[config.mk]
export PLATFORM = sky130hd
export DESIGN_NAME = recon_error_monitor_flat
export DESIGN_NICKNAME = d
export VERILOG_FILES = /design/src/rtl/recon_error_monitor_if.sv /design/src/rtl/recon_error_monitor.sv /design/src/flat_wrapper.sv
export SDC_FILE = /design/constraint.sdc
export NUM_CORES = 1
export LEC_CHECK = 0
export CORE_ASPECT_RATIO = 0.75
export CORE_MARGIN = 1
export CORE_UTILIZATION = 28
export CTS_CLUSTER_SIZE = 20
export DETAILED_ROUTE_END_ITERATION = 8
export SLEW_MARGIN = 10
export SYNTH_ARGS = -nofsm -noshare
export SYNTH_HDL_FRONTEND = slang
export SYNTH_SLANG_ARGS = --single-unit
[constraint.sdc]
create_clock -name clk -period 8.4 [get_ports clk]
set_input_delay 1.26 -clock clk [delete_from_list [all_inputs] [get_ports clk]]
set_output_delay 1.26 -clock clk [all_outputs]
set_load 0.005 [all_outputs]
[src/rtl/recon_error_monitor_if.sv]
// Signal bundle between the reconstruction error monitor and its environment.
// Carries the two sample streams, the run request and the run results.
interface recon_error_monitor_if #(
   parameter int W = 16
);
   // x_in/xs_in carry a new sample on every rising clk edge; there is no valid or
   // ready, and the stream cannot be stalled. start is a single-cycle request,
   // sampled on the rising edge and acted on only in IDLE or DONE.
   logic signed [W-1:0] x_in;
   logic signed [W-1:0] xs_in;
   logic                start;
   logic                busy;
   logic                done;
   logic                pass;
   logic [W-1:0]        max_err;
   logic [31:0]         err_sum;
   logic [9:0]          mismatch_cnt;
   logic [9:0]          first_idx;
   // Debug view of the FSM: 0 IDLE, 1 WARMUP, 2 COMPARE, 3 DONE.
   logic [1:0]          fsm_state;

   modport master (
      output x_in, xs_in, start,
      input  busy, done, pass, max_err, err_sum, mismatch_cnt, first_idx, fsm_state
   );

   modport slave (
      input  x_in, xs_in, start,
      output busy, done, pass, max_err, err_sum, mismatch_cnt, first_idx, fsm_state
   );
endinterface

[src/rtl/recon_error_monitor.sv]
// Compares the reconstructed stream against the delayed original over one frame
// and accumulates error statistics plus a pass flag.
module recon_error_monitor #(
   parameter int W     = 16,
   parameter int DELAY = 6,
   parameter int FRAME = 1000,
   parameter int TOL   = 4
) (
   input logic                  clk,
   input logic                  reset,
   recon_error_monitor_if.slave mon
);
   typedef enum logic [1:0] {
      IDLE    = 2'd0,
      WARMUP  = 2'd1,
      COMPARE = 2'd2,
      DONE    = 2'd3
   } state_t;

   localparam logic [W-1:0] TOL_W      = W'(TOL);
   localparam logic [5:0]   WARM_LAST  = 6'(DELAY - 1);
   localparam logic [9:0]   FRAME_LAST = 10'(FRAME - 1);

   state_t              state;
   state_t              state_next;
   logic                clear_stats;
   logic                do_cmp;
   logic [W-1:0]        dly [DELAY];
   logic [W-1:0]        x_d;
   logic signed [W:0]   err;
   logic [W-1:0]        mag;
   logic                mismatch;
   logic [32:0]         sum_ext;
   logic [5:0]          warm_cnt;
   logic [9:0]          idx;
   logic [W-1:0]        max_err;
   logic [31:0]         err_sum;
   logic [9:0]          mismatch_cnt;
   logic [9:0]          first_idx;

   // The delay line shifts in every state so x_d is always aligned with xs_in.
   always_ff @(posedge clk or posedge reset) begin
      if (reset) begin
         for (int i = 0; i < DELAY; i++) dly[i] <= '0;
      end else begin
         dly[0] <= mon.x_in;
         for (int i = 1; i < DELAY; i++) dly[i] <= dly[i-1];
      end
   end

   assign x_d      = dly[DELAY-1];
   assign err      = $signed({mon.xs_in[W-1], mon.xs_in}) - $signed({x_d[W-1], x_d});
   assign mag      = err[W] ? W'(-err) : W'(err);
   assign mismatch = (mag > TOL_W);
   assign sum_ext  = {1'b0, err_sum} + 33'(mag);

   always_ff @(posedge clk or posedge reset) begin
      if (reset) state <= IDLE;
      else       state <= state_next;
   end

   always_comb begin
      state_next  = state;
      clear_stats = 1'b0;
      do_cmp      = 1'b0;
      case (state)
         IDLE, DONE: begin
            if (mon.start) begin
               clear_stats = 1'b1;
               state_next  = WARMUP;
            end
         end
         WARMUP: begin
            if (warm_cnt == WARM_LAST) state_next = COMPARE;
         end
         COMPARE: begin
            do_cmp = 1'b1;
            if (idx == FRAME_LAST) state_next = DONE;
         end
         default: state_next = IDLE;
      endcase
   end

   always_ff @(posedge clk or posedge reset) begin
      if (reset) begin
         warm_cnt <= '0;
         idx      <= '0;
      end else begin
         if (clear_stats)           warm_cnt <= '0;
         else if (state == WARMUP)  warm_cnt <= warm_cnt + 6'd1;
         if (clear_stats)           idx <= '0;
         else if (do_cmp)           idx <= idx + 10'd1;
      end
   end

   always_ff @(posedge clk or posedge reset) begin
      if (reset) begin
         max_err      <= '0;
         err_sum      <= '0;
         mismatch_cnt <= '0;
         first_idx    <= 10'h3FF;
      end else if (clear_stats) begin
         max_err      <= '0;
         err_sum      <= '0;
         mismatch_cnt <= '0;
         first_idx    <= 10'h3FF;
      end else if (do_cmp) begin
         if (mag > max_err) max_err <= mag;
         err_sum <= sum_ext[32] ? 32'hFFFF_FFFF : sum_ext[31:0];
         if (mismatch && mismatch_cnt != 10'h3FF) mismatch_cnt <= mismatch_cnt + 10'd1;
         if (mismatch && mismatch_cnt == 10'd0)   first_idx    <= idx;
      end
   end

   assign mon.busy         = (state == WARMUP) || (state == COMPARE);
   assign mon.done         = (state == DONE);
   assign mon.pass         = (state == DONE) && (mismatch_cnt == 10'd0);
   assign mon.max_err      = max_err;
   assign mon.err_sum      = err_sum;
   assign mon.mismatch_cnt = mismatch_cnt;
   assign mon.first_idx    = first_idx;
   assign mon.fsm_state    = state;
endmodule

[src/flat_wrapper.sv]
// flat-port wrapper written by rule: the top's interface ports become plain ports
module recon_error_monitor_flat 
#(
   parameter int W     = 16,
   parameter int DELAY = 6,
   parameter int FRAME = 1000,
   parameter int TOL   = 4
)
  (clk, reset, mon_x_in, mon_xs_in, mon_start, mon_busy, mon_done, mon_pass, mon_max_err, mon_err_sum, mon_mismatch_cnt, mon_first_idx, mon_fsm_state);
  recon_error_monitor_if #(.W(W)) mon_i ();
  input logic clk;
  input logic reset;
  input wire logic [$bits(mon_i.x_in)-1:0] mon_x_in;
  input wire logic [$bits(mon_i.xs_in)-1:0] mon_xs_in;
  input wire logic [$bits(mon_i.start)-1:0] mon_start;
  output wire logic [$bits(mon_i.busy)-1:0] mon_busy;
  output wire logic [$bits(mon_i.done)-1:0] mon_done;
  output wire logic [$bits(mon_i.pass)-1:0] mon_pass;
  output wire logic [$bits(mon_i.max_err)-1:0] mon_max_err;
  output wire logic [$bits(mon_i.err_sum)-1:0] mon_err_sum;
  output wire logic [$bits(mon_i.mismatch_cnt)-1:0] mon_mismatch_cnt;
  output wire logic [$bits(mon_i.first_idx)-1:0] mon_first_idx;
  output wire logic [$bits(mon_i.fsm_state)-1:0] mon_fsm_state;
  assign mon_i.x_in = mon_x_in;
  assign mon_i.xs_in = mon_xs_in;
  assign mon_i.start = mon_start;
  assign mon_busy = mon_i.busy;
  assign mon_done = mon_i.done;
  assign mon_pass = mon_i.pass;
  assign mon_max_err = mon_i.max_err;
  assign mon_err_sum = mon_i.err_sum;
  assign mon_mismatch_cnt = mon_i.mismatch_cnt;
  assign mon_first_idx = mon_i.first_idx;
  assign mon_fsm_state = mon_i.fsm_state;
  recon_error_monitor #(.W(W), .DELAY(DELAY), .FRAME(FRAME), .TOL(TOL)) u_core (.clk(clk), .reset(reset), .mon(mon_i));
endmodule
==> out/metrics.cfg, run 1 <==
[placed_design]
gp_congestion=0.8222
post-place-ws_ns=0.8545
place_area_sq_mm=0.01073
dp_hpwl_um=14930
numPortBuffers=107

[floorplan]
die_w_um=211.2
die_area_sq_mm=0.03357
fp.dieH_um=158.9
ios=108
start_util=0.2839
core_sq_mm=0.03238
std_cell_rows=57

[synth]
async_reset_ff_frac=1.000
synth-seq-cells=182
yosys_warnings=0
yosysUniqueCellTypes=71
ys_seq_area_frac=0.4968
synth_simple_gate_area_frac=0.1552
syn_area_sq_mm=0.009193
synth_xor_area_frac=0.04369
syn-instance-count=894
synth_top_family_by_area=compound AO/OA/AOI/OAI gates
synth_mux_area_frac=0.01742
synth_edf_count=0
synth_compound_area_frac=0.1612
syn-num-nets=990
ys.flop_type=dfrtp_1
synth_adder_area_share=0.08466
syn_area_per_cell_sq_um=10.28

[setup_path]
cp_num_buf_inv=3
crit_chain=clkdlybuf4s50_1, inv_1, ha_1, fa_1, nand2b_1, a211o_1, a211oi_2, a21o_1, nor2_1, a21oi_1, inv_1, fa_1, nor2b_1, o21ai_0, a21oi_1, o21ai_0, a21oi_1, a41oi_1, a311oi_1, o21ai_0, a2111o_1, and4_1, nor3_1
cp-end-kind=register
cp.required_ns=8.76
max_stage_delay_ns=0.82
path_max_fanout=27
cp-startpoint=mon_xs_in[0]
slowest_stage=a2111o_1
worst-setup-path-type=input pin to register
worstPathArrival_ns=7.45
r2r-end=u_core.mon.err_sum[27]
worst-r2r-cell-count=21
r2r_start=u_core.x_d[0]
r2r_slack_ns=2.36
cp_top_family=compound AO/OA/AOI/OAI gates
startpoint_type=input pin

[status]
outcome=completed

[power_and_ir_drop]
p_int_mw=1.990
seqPwrFrac=0.347
power.total_mw=3.156
p_leak_nw=4.813
p_clk_frac=0.262
combPwrFrac=0.391
max-vdd-ir-drop_mv=0.2591
p_sw_mw=1.166
switching_share=0.3693
p_per_area_mw_per_mm2=278.5

[grt]
grt_start_max_net_pins=77
overflow=0
grt_pass1_vias=6554
antenna_found_initial=0
track_usage=0.1324
grt_pass1_wl_um=35400

[drt]
wire_per_inst_um=14.64
drc_errors=0
post_drt_via_cell_ratio=4.623
drt_iter0_drc=412
drtAntennaViolNets=0
drt_first_pass_iters=4
num_vias=6690
routed_wl_um=21190

[sta]
setup_ws_ns=1.306
rsz0062_at_grt=false
skew_ns=0.01869
fmax_mhz=141.0
drv_slew=0
finalCritPeriodShare=0.8445
max_slew_margin=0.2742
period_needed_ns=7.094
finalHoldViolations=0
tightest_slew_ns=1.084
setup_tns_ns=0
finalSetupViolations=0

[cts]
hold_buffers=0
post-cts-setup-buffers=0
clock_path_buffers=2
cts_sinks=182
cts_resized=0
cts_buffers=17
clk_pin_slew_ns=0.08
insertion_delay_ns=0.44
cts_tree=built
cts_root_buffer=clkbuf_16
htree_levels=4

[layout]
fillers=3277
design_area_sq_mm=0.01133
num_antenna_cells=0
final_core_util=0.3501
nets=1088
layout-drive-gt1-share=0.07761
layout-area-overhead-vs-synth_pct=23.30

[run]
drv_cap=0

[hold_path]
hp-class=register to register
hold_path.startpoint=u_core.dly[41]
holdPathEnd=u_core.dly[25]
holdPathStages=0

power groups by stage:
stage	Combinational [mW]	Clock [mW]	Sequential, mW
6_report	1.23	0.828	1.10
5_1_grt	1.39	0.897	1.11
4_1_cts	1.25	0.857	1.10
3_5_place_dp	1.24	0	1.12
3_3_place_gp	1.22	0	1.11
2_1_floorplan	0.819	0	1.10
sequential cells by signal (all words and copies together) (netlist names):
name                     flops
u_core.mon.fsm_state         2
u_core.x_d                  16
u_core.mon.first_idx        10
u_core.dly                  80
u_core.mon.mismatch_cnt     10
u_core.mon.max_err          16
u_core.idx                  10
u_core.warm_cnt              6
u_core.mon.err_sum          32
logic make-up (layout without fill, tap and decap cells):
kind of cell / Yosys count / in the layout
and+or+nand+nor: 278 / 278
AOI/OAI and AO/OA: 220 / 220
DFF: 182 / 182
buffers and inverters: 92 / 203
adders and majority gates: 61 / 61
xor gates and xnor gates: 45 / 45
muxes: 16 / 16
worst register-to-register path: cells and delay by family (launching register included):
kind | cells | cell delay (ns)
AOI/OAI and AO/OA | 12 | 3.50
adders and majority gates | 3 | 1.06
buffers and inverters | 1 | 0.14
DFF | 1 | 0.37
and+or+nand+nor | 5 | 0.90
worst max path at each step:
stage               depth (start not counted)                      to
global placement                           23  u_core.mon.err_sum[27]
CTS                                        23  u_core.mon.err_sum[27]
detailed placement                         23  u_core.mon.err_sum[27]
finish                                     23  u_core.mon.err_sum[27]
floorplan                                   1          u_core.dly[16]
global route                               23  u_core.mon.err_sum[27]
Yosys cell counts, types with 16 or more instances:
cell / number / area [sq um]
clkbuf_1: 27 / 101.4
a21oi_1: 51 / 255.2
a211oi_1: 21 / 157.7
dfrtp_1: 172 / 4304
mux2i_1: 16 / 160.2
inv_1: 57 / 214.0
ha_1: 59 / 738.2
nand4_1: 16 / 100.1
nand3_1: 22 / 110.1
o21ai_0: 42 / 210.2
nor2_1: 86 / 322.8
a31oi_1: 25 / 156.4
nand2_1: 53 / 198.9
xor2_1: 19 / 166.4
xnor2_1: 25 / 219.0
layer usage:
metal	global-route usage	wire, um
met5	0	0
met4	0.02635	142
met3	0.03639	958
met2	0.1921	8995
met1	0.1955	11090
through the flow:
step           instances  hold slack [ns]
2_1_floorplan        894           0.3312
3_3_place_gp        1415           0.3350
3_5_place_dp        1415           0.3347
4_1_cts             1447           0.3472
5_1_grt             1447           0.3478
6_report            1447           0.3460
layout make-up:
class	instances	area, sq um	area share
clock buffer	17	425.4	0.03753
clock inverter	15	177.7	0.01568
inverter	57	219.0	0.01932
multi-input combinational	620	4269	0.3766
sequential	182	4567	0.4029
tap	442	553.0	0.04879
timing repair buffer	114	1124	0.09913
cell usage in the layout (no fill, tap or decap), types with 5 or more instances in the layout:
| cell | count |
|---|---|
| nor2_1 | 85 |
| or2_2 | 7 |
| nand4_1 | 16 |
| and3_1 | 15 |
| nand2b_1 | 10 |
| o211ai_1 | 7 |
| or3_1 | 12 |
| xnor2_1 | 25 |
| xor2_1 | 19 |
| o21ai_1 | 5 |
| and2_1 | 5 |
| and4_1 | 8 |
| clkdlybuf4s50_1 | 107 |
| or4_1 | 5 |
| a311oi_1 | 6 |
| a21oi_1 | 51 |
| nor2b_1 | 9 |
| nand3_1 | 22 |
| ha_1 | 58 |
| o31ai_1 | 9 |
| dfstp_2 | 10 |
| nor3_1 | 13 |
| buf_4 | 7 |
| inv_1 | 56 |
| nand2_1 | 53 |
| o21ai_0 | 42 |
| inv_8 | 6 |
| mux2i_1 | 16 |
| clkbuf_16 | 17 |
| a31oi_1 | 25 |
| a211oi_1 | 21 |
| dfrtp_1 | 172 |
| a21o_1 | 9 |
| o21a_1 | 8 |
(Power assumes the default switching activity.)
==> run 2, diff against run 1 <==
Clock period 8.4 ns to 7.3 ns, I/O delays scaled along.
==> run 2 against run 1 <==
Against the previous run:
- combinational power increased by 16%
- clock-buffer cell count increased by 2
- cell count increased by 0.21%
- first-iteration DRC count increased by 6.1%
- sequential share of layout area about the same
- critical path depth unchanged
- die area unchanged
- critical path type unchanged
==> out/metrics.cfg, run 2 (synthesis results as in run 1) <==
[grt]
track_usage=0.1325  ; about the same
overflow=0  ; unchanged
grt_start_max_net_pins=77  ; unchanged
grt_pass1_wl_um=35410  ; about the same
grt_pass1_vias=6623  ; +1.1%
antenna_found_initial=0  ; unchanged

[setup_path]
cp-end-kind=register
cp_top_family=compound AO/OA/AOI/OAI gates
cp.required_ns=7.66  ; -1.10 ns
startpoint_type=input pin
max_stage_delay_ns=0.68  ; -0.14 ns
worst-setup-path-type=input pin to register
path_max_fanout=18  ; -33%
slowest_stage=a2111o_1
worstPathArrival_ns=6.87  ; -0.58 ns
cp_num_buf_inv=4  ; +1
crit_chain=clkdlybuf4s50_1, inv_1, ha_1, fa_1, nand2b_1, a211o_1, a211oi_2, a21o_1, nor2_1, a21oi_1, inv_1, fa_1, nor2b_1, o21ai_0, a21oi_1, o21ai_0, a21oi_1, a41oi_1, a311oi_1, o21ai_0, a2111o_1, buf_4, a31oi_1

[layout]
multiInputGateArea_sq_mm=0.004269  ; unchanged
final_cell_mix=172 x dfrtp_1, 107 x clkdlybuf4s50_1, 85 x nor2_1
largest_reg_flops=80  ; unchanged
num_antenna_cells=0  ; unchanged
layout-drive-gt1-share=0.07837  ; +0.0007611
area.sequential_sq_mm=0.004567  ; unchanged
max_flop_register=u_core.dly
final_common_cell=dfrtp_1
fillers=3316  ; +1.2%
top_regs=u_core.dly x80, u_core.mon.err_sum x32
design_area_sq_mm=0.01134  ; about the same
layout-area-overhead-vs-synth_pct=23.34  ; about the same
nets=1092  ; +0.37%
instances_no_fill=1450  ; +0.21%

[power_and_ir_drop]
p_int_mw=2.312  ; +16%
p_per_area_mw_per_mm2=318.9  ; +15%
p_leak_nw=4.801  ; -0.25%
switching_share=0.3606  ; -0.008682
seqPwrFrac=0.349  ; +0.002
p_sw_mw=1.304  ; +12%
combPwrFrac=0.395  ; +0.004
power.total_mw=3.616  ; +15%
p_clk_frac=0.255  ; -0.007
max-vdd-ir-drop_mv=0.3044  ; +17%

[cts]
cts_resized=0  ; unchanged
clk_pin_slew_ns=0.07  ; about the same
cts_buffers=17  ; unchanged
cts_tree=built
cts_sinks=182  ; unchanged
htree_levels=4  ; unchanged
post-cts-setup-buffers=0  ; unchanged
cts_root_buffer=clkbuf_16
clock_path_buffers=2  ; unchanged
insertion_delay_ns=0.44  ; about the same
hold_buffers=0  ; unchanged

[drt]
drc_errors=0  ; unchanged
drt_first_pass_iters=4  ; unchanged
routed_wl_um=21220  ; +0.12%
wire_per_inst_um=14.63  ; about the same
num_vias=6756  ; +0.99%
drtAntennaViolNets=0  ; unchanged
post_drt_via_cell_ratio=4.659  ; +0.78%
drt_iter0_drc=437  ; +6.1%

[sta]
setup_tns_ns=0  ; unchanged
period_needed_ns=6.511
rsz0062_at_grt=false
finalCritPeriodShare=0.8919
drv_slew=0  ; unchanged
finalHoldViolations=0  ; unchanged
fmax_mhz=153.6
max_slew_margin=0.2750  ; +0.0007440
tightest_slew_ns=1.083  ; -0.001111 ns
finalSetupViolations=0  ; unchanged
hold_ws_ns=0.3438  ; -0.002133 ns
skew_ns=0.009463  ; -0.009227 ns

[floorplan]
start_util=0.2839  ; unchanged
die_area_sq_mm=0.03357  ; unchanged
std_cell_rows=57  ; unchanged
ios=108  ; unchanged
die_w_um=211.2  ; unchanged
fp.dieH_um=158.9  ; unchanged
core_sq_mm=0.03238  ; unchanged

[status]
outcome=completed

[placed_design]
placed_cells=1419  ; +0.28%
gp_congestion=0.8334  ; +1.4%
place_area_sq_mm=0.01076  ; +0.28%
numPortBuffers=107  ; unchanged
dp_hpwl_um=15150  ; +1.5%

[run]
drv_cap=0  ; unchanged

[hold_path]
hp-class=register to register

==> run 2: cell types whose count changed in the layout (fill, tap and decap cells not counted) <==
cell	delta
buf_4	+4
bufinv_16	+1
clkbuf_1	+2
clkinv_2	-1
clkinv_4	-1
clkinv_8	-2
clkinvlp_4	+4
inv_6	+1
inv_8	-5
==> run 2: final timing paths <==
check / endpoint / slack, ns / depth (start not counted) / from
max: u_core.mon.err_sum[6] / 0.79 / 23 / mon_xs_in[0]
min: u_core.dly[37] / 0.34 / 0 / u_core.dly[53]
max reg2reg: u_core.mon.err_sum[6] / 1.67 / 21 / u_core.x_d[0]
min reg2reg: u_core.dly[37] / 0.34 / 0 / u_core.dly[53]
max in group asynchronous: u_core.dly[79] / 4.93 / 3 / reset
min in group asynchronous: u_core.dly[80] / 1.12 / 2 / reset
==> run 2: layout make-up <==
cell class,instances,area share
clock inverter,12,0.01269
multi-input combinational,620,0.3765
inverter,57,0.01931
sequential,182,0.4028
timing repair buffer,118,0.1017
tap,442,0.04877
clock buffer,19,0.03818
==> run 2: per-stage QoR <==
stage	setup slack, ns	utilization
5_1_grt	0.2037	0.3502
6_report	0.7888	0.3502
2_1_floorplan	1.278	-
3_5_place_dp	0.3194	0.3324
3_3_place_gp	0.3975	0.3324
4_1_cts	0.7911	0.3502
==> run 2: routing by layer <==
metal / track usage / share of wire
met5: 0 / 0
met3: 0.03461 / 0.044
met4: 0.03360 / 0.0097
met1: 0.1933 / 0.52
met2: 0.1932 / 0.42
==> run 2: power groups by stage <==
stage	logic, mW	registers, mW	clock network [mW]
after floorplan	0.942	1.26	0
after global placement	1.42	1.28	0
after detailed placement	1.43	1.28	0
after CTS	1.44	1.27	0.959
after global routing	1.61	1.28	0.998
final	1.43	1.26	0.923
==> run 3, diff against run 2 <==
Settings changed: CTS_BUF_LIST set to sky130_fd_sc_hd__clkbuf_4 sky130_fd_sc_hd__clkbuf_8.
==> run 3 against run 2 <==
Against the previous run:
- combinational power is essentially flat
- first-iteration DRC count grew 3.9%
- clock power shrank 24%
- sequential cell count is the same
- register-to-register slack is essentially flat
- global-route usage shrank 0.13 points
- setup slack gained 0.027 ns
- maximum frequency grew 0.41%
- largest power group unchanged
- highest routed layer unchanged
==> out/metrics.cfg, run 3 (synthesis results as in run 1) <==
[cts]
htree_levels=4  ; unchanged
clk_pin_slew_ns=0.10  ; +0.03 ns
cts_resized=0  ; unchanged
cts_root_buffer=clkbuf_8
cts_buffers=17  ; unchanged
cts_sinks=182  ; unchanged
insertion_delay_ns=0.48  ; +0.04 ns
post-cts-setup-buffers=0  ; unchanged
hold_buffers=0  ; unchanged
clock_path_buffers=2  ; unchanged
cts_tree=built

[grt]
grt_start_max_net_pins=77  ; unchanged
grt_pass1_wl_um=35170  ; -0.68%
grt_pass1_vias=6600  ; -0.35%
antenna_found_initial=0  ; unchanged
track_usage=0.1311  ; -0.001326
overflow=0  ; unchanged

[layout]
final_cell_mix=172 x dfrtp_1, 107 x clkdlybuf4s50_1, 85 x nor2_1
top_regs=u_core.dly x80, u_core.mon.err_sum x32
num_antenna_cells=0  ; unchanged
final_common_cell=dfrtp_1
layout-drive-gt1-share=0.08036  ; +0.001984
largest_reg_flops=80  ; unchanged
layout-area-overhead-vs-synth_pct=21.34
max_flop_register=u_core.dly
nets=1092  ; unchanged
design_area_sq_mm=0.01115  ; -1.6%

[floorplan]
die_area_sq_mm=0.03357  ; unchanged
start_util=0.2839  ; unchanged
core_sq_mm=0.03238  ; unchanged
ios=108  ; unchanged
fp.dieH_um=158.9  ; unchanged
std_cell_rows=57  ; unchanged
die_w_um=211.2  ; unchanged

[setup_path]
crit_chain=clkdlybuf4s50_1, inv_1, ha_1, fa_1, nand2b_1, a211o_1, a211oi_2, a21o_1, nor2_1, a21oi_1, inv_1, fa_1, nor2b_1, o21ai_0, a21oi_1, o21ai_0, a21oi_1, a41oi_1, a311oi_1, o21ai_0, a2111o_1, buf_4, a31oi_1
cp_num_buf_inv=4  ; unchanged
slowest_stage=a2111o_1
max_stage_delay_ns=0.68  ; about the same
cp.required_ns=7.69  ; +0.03 ns
path_max_fanout=18  ; unchanged
startpoint_type=input pin
worst-setup-path-type=input pin to register
cp-end-kind=register
cp_top_family=compound AO/OA/AOI/OAI gates
worstPathArrival_ns=6.87  ; about the same

[power_and_ir_drop]
p_leak_nw=4.721  ; -1.7%
p_per_area_mw_per_mm2=304.0  ; -4.7%
max-vdd-ir-drop_mv=0.3269  ; +7.4%

[drt]
routed_wl_um=21080  ; -0.66%
drt_first_pass_iters=4  ; unchanged
drc_errors=0  ; unchanged
drtAntennaViolNets=0  ; unchanged
drt_iter0_drc=454  ; +3.9%
wire_per_inst_um=14.54  ; -0.66%
num_vias=6731  ; -0.37%
post_drt_via_cell_ratio=4.642  ; -0.37%

[hold_path]
hp-class=register to register

[sta]
period_needed_ns=6.484  ; -0.02682 ns
skew_ns=0.01839  ; +0.008925 ns
rsz0062_at_grt=false
setup_ws_ns=0.8156  ; +0.02682 ns
fmax_mhz=154.2  ; +0.41%
finalHoldViolations=0  ; unchanged
tightest_slew_ns=1.112  ; +0.02896 ns
max_slew_margin=0.2556  ; -0.01939
finalCritPeriodShare=0.8883  ; -0.003674
drv_slew=0  ; unchanged
setup_tns_ns=0  ; unchanged
finalSetupViolations=0  ; unchanged

[status]
outcome=completed

[run]
drv_cap=0  ; unchanged

[placed_design]
gp_congestion=0.8334  ; unchanged
post-place-ws_ns=0.3194  ; unchanged
numPortBuffers=107  ; unchanged
place_area_sq_mm=0.01076  ; unchanged
dp_hpwl_um=15150  ; unchanged

## run 3: cell counts in the layout (fill, tap and decap cells not counted)
No cell type changed its count.
## run 3: metrics by stage
step / total power, mW / utilization / hold WS (ns) / cells
4_1_cts: 3.440 / 0.3445 / 0.3428 / 1450
6_report: 3.391 / 0.3445 / 0.3453 / 1450
5_1_grt: 3.659 / 0.3445 / 0.3467 / 1450
2_1_floorplan: 2.203 / - / 0.3312 / 894
3_3_place_gp: 2.696 / 0.3324 / 0.3349 / 1419
3_5_place_dp: 2.715 / 0.3324 / 0.3347 / 1419
## run 3: worst paths after layout
| path | start | depth (start not counted) | slack [ns] | to |
|---|---|---|---|---|
| min in group asynchronous | reset | 2 | 1.09 | u_core.dly[80] |
| worst max register to register | u_core.x_d[0] | 21 | 1.66 | u_core.mon.err_sum[2] |
| max in group asynchronous | reset | 3 | 4.97 | u_core.dly[79] |
| worst min register to register | u_core.dly[53] | 0 | 0.35 | u_core.dly[37] |
| worst min-delay path | u_core.dly[53] | 0 | 0.35 | u_core.dly[37] |
| worst max-delay path | mon_xs_in[0] | 23 | 0.82 | u_core.mon.err_sum[2] |
## run 3: metal layers
layer / track usage / up-vias / share of wire
met5: 0 / - / 0
met4: 0.03261 / 0 / 0.0090
met3: 0.03224 / 14 / 0.043
met2: 0.1914 / 100 / 0.42
met1: 0.1928 / 3215 / 0.52
li1: - / 3402 / -
## run 3: worst register-to-register path: cells and delay by family (launching register included)
kind / cells / cell delay [ns]
compound gates: 13 / 3.42
fa+ha+maj: 3 / 1.03
buf+inv: 2 / 0.40
flops: 1 / 0.37
simple gates: 3 / 0.36
## run 3: final cells by class
cell class                 count  area (sq um)
fill                        3334         21220
multi-input combinational    620          4269
clock buffer                  19         249.0
tap                          442         553.0
inverter                      57         219.0
timing repair buffer         118          1154
clock inverter                12         143.9
sequential                   182          4567
## run 3: power breakdown
| part | leakage [nW] | switching [mW] | total (mW) | internal, mW |
|---|---|---|---|---|
| combinational | 2.29 | 0.785 | 1.43 | 0.646 |
| clock | 0.184 | 0.384 | 0.699 | 0.315 |
| sequential | 2.25 | 0.105 | 1.26 | 1.16 |
| total | 4.72 | 1.27 | 3.39 | 2.12 |
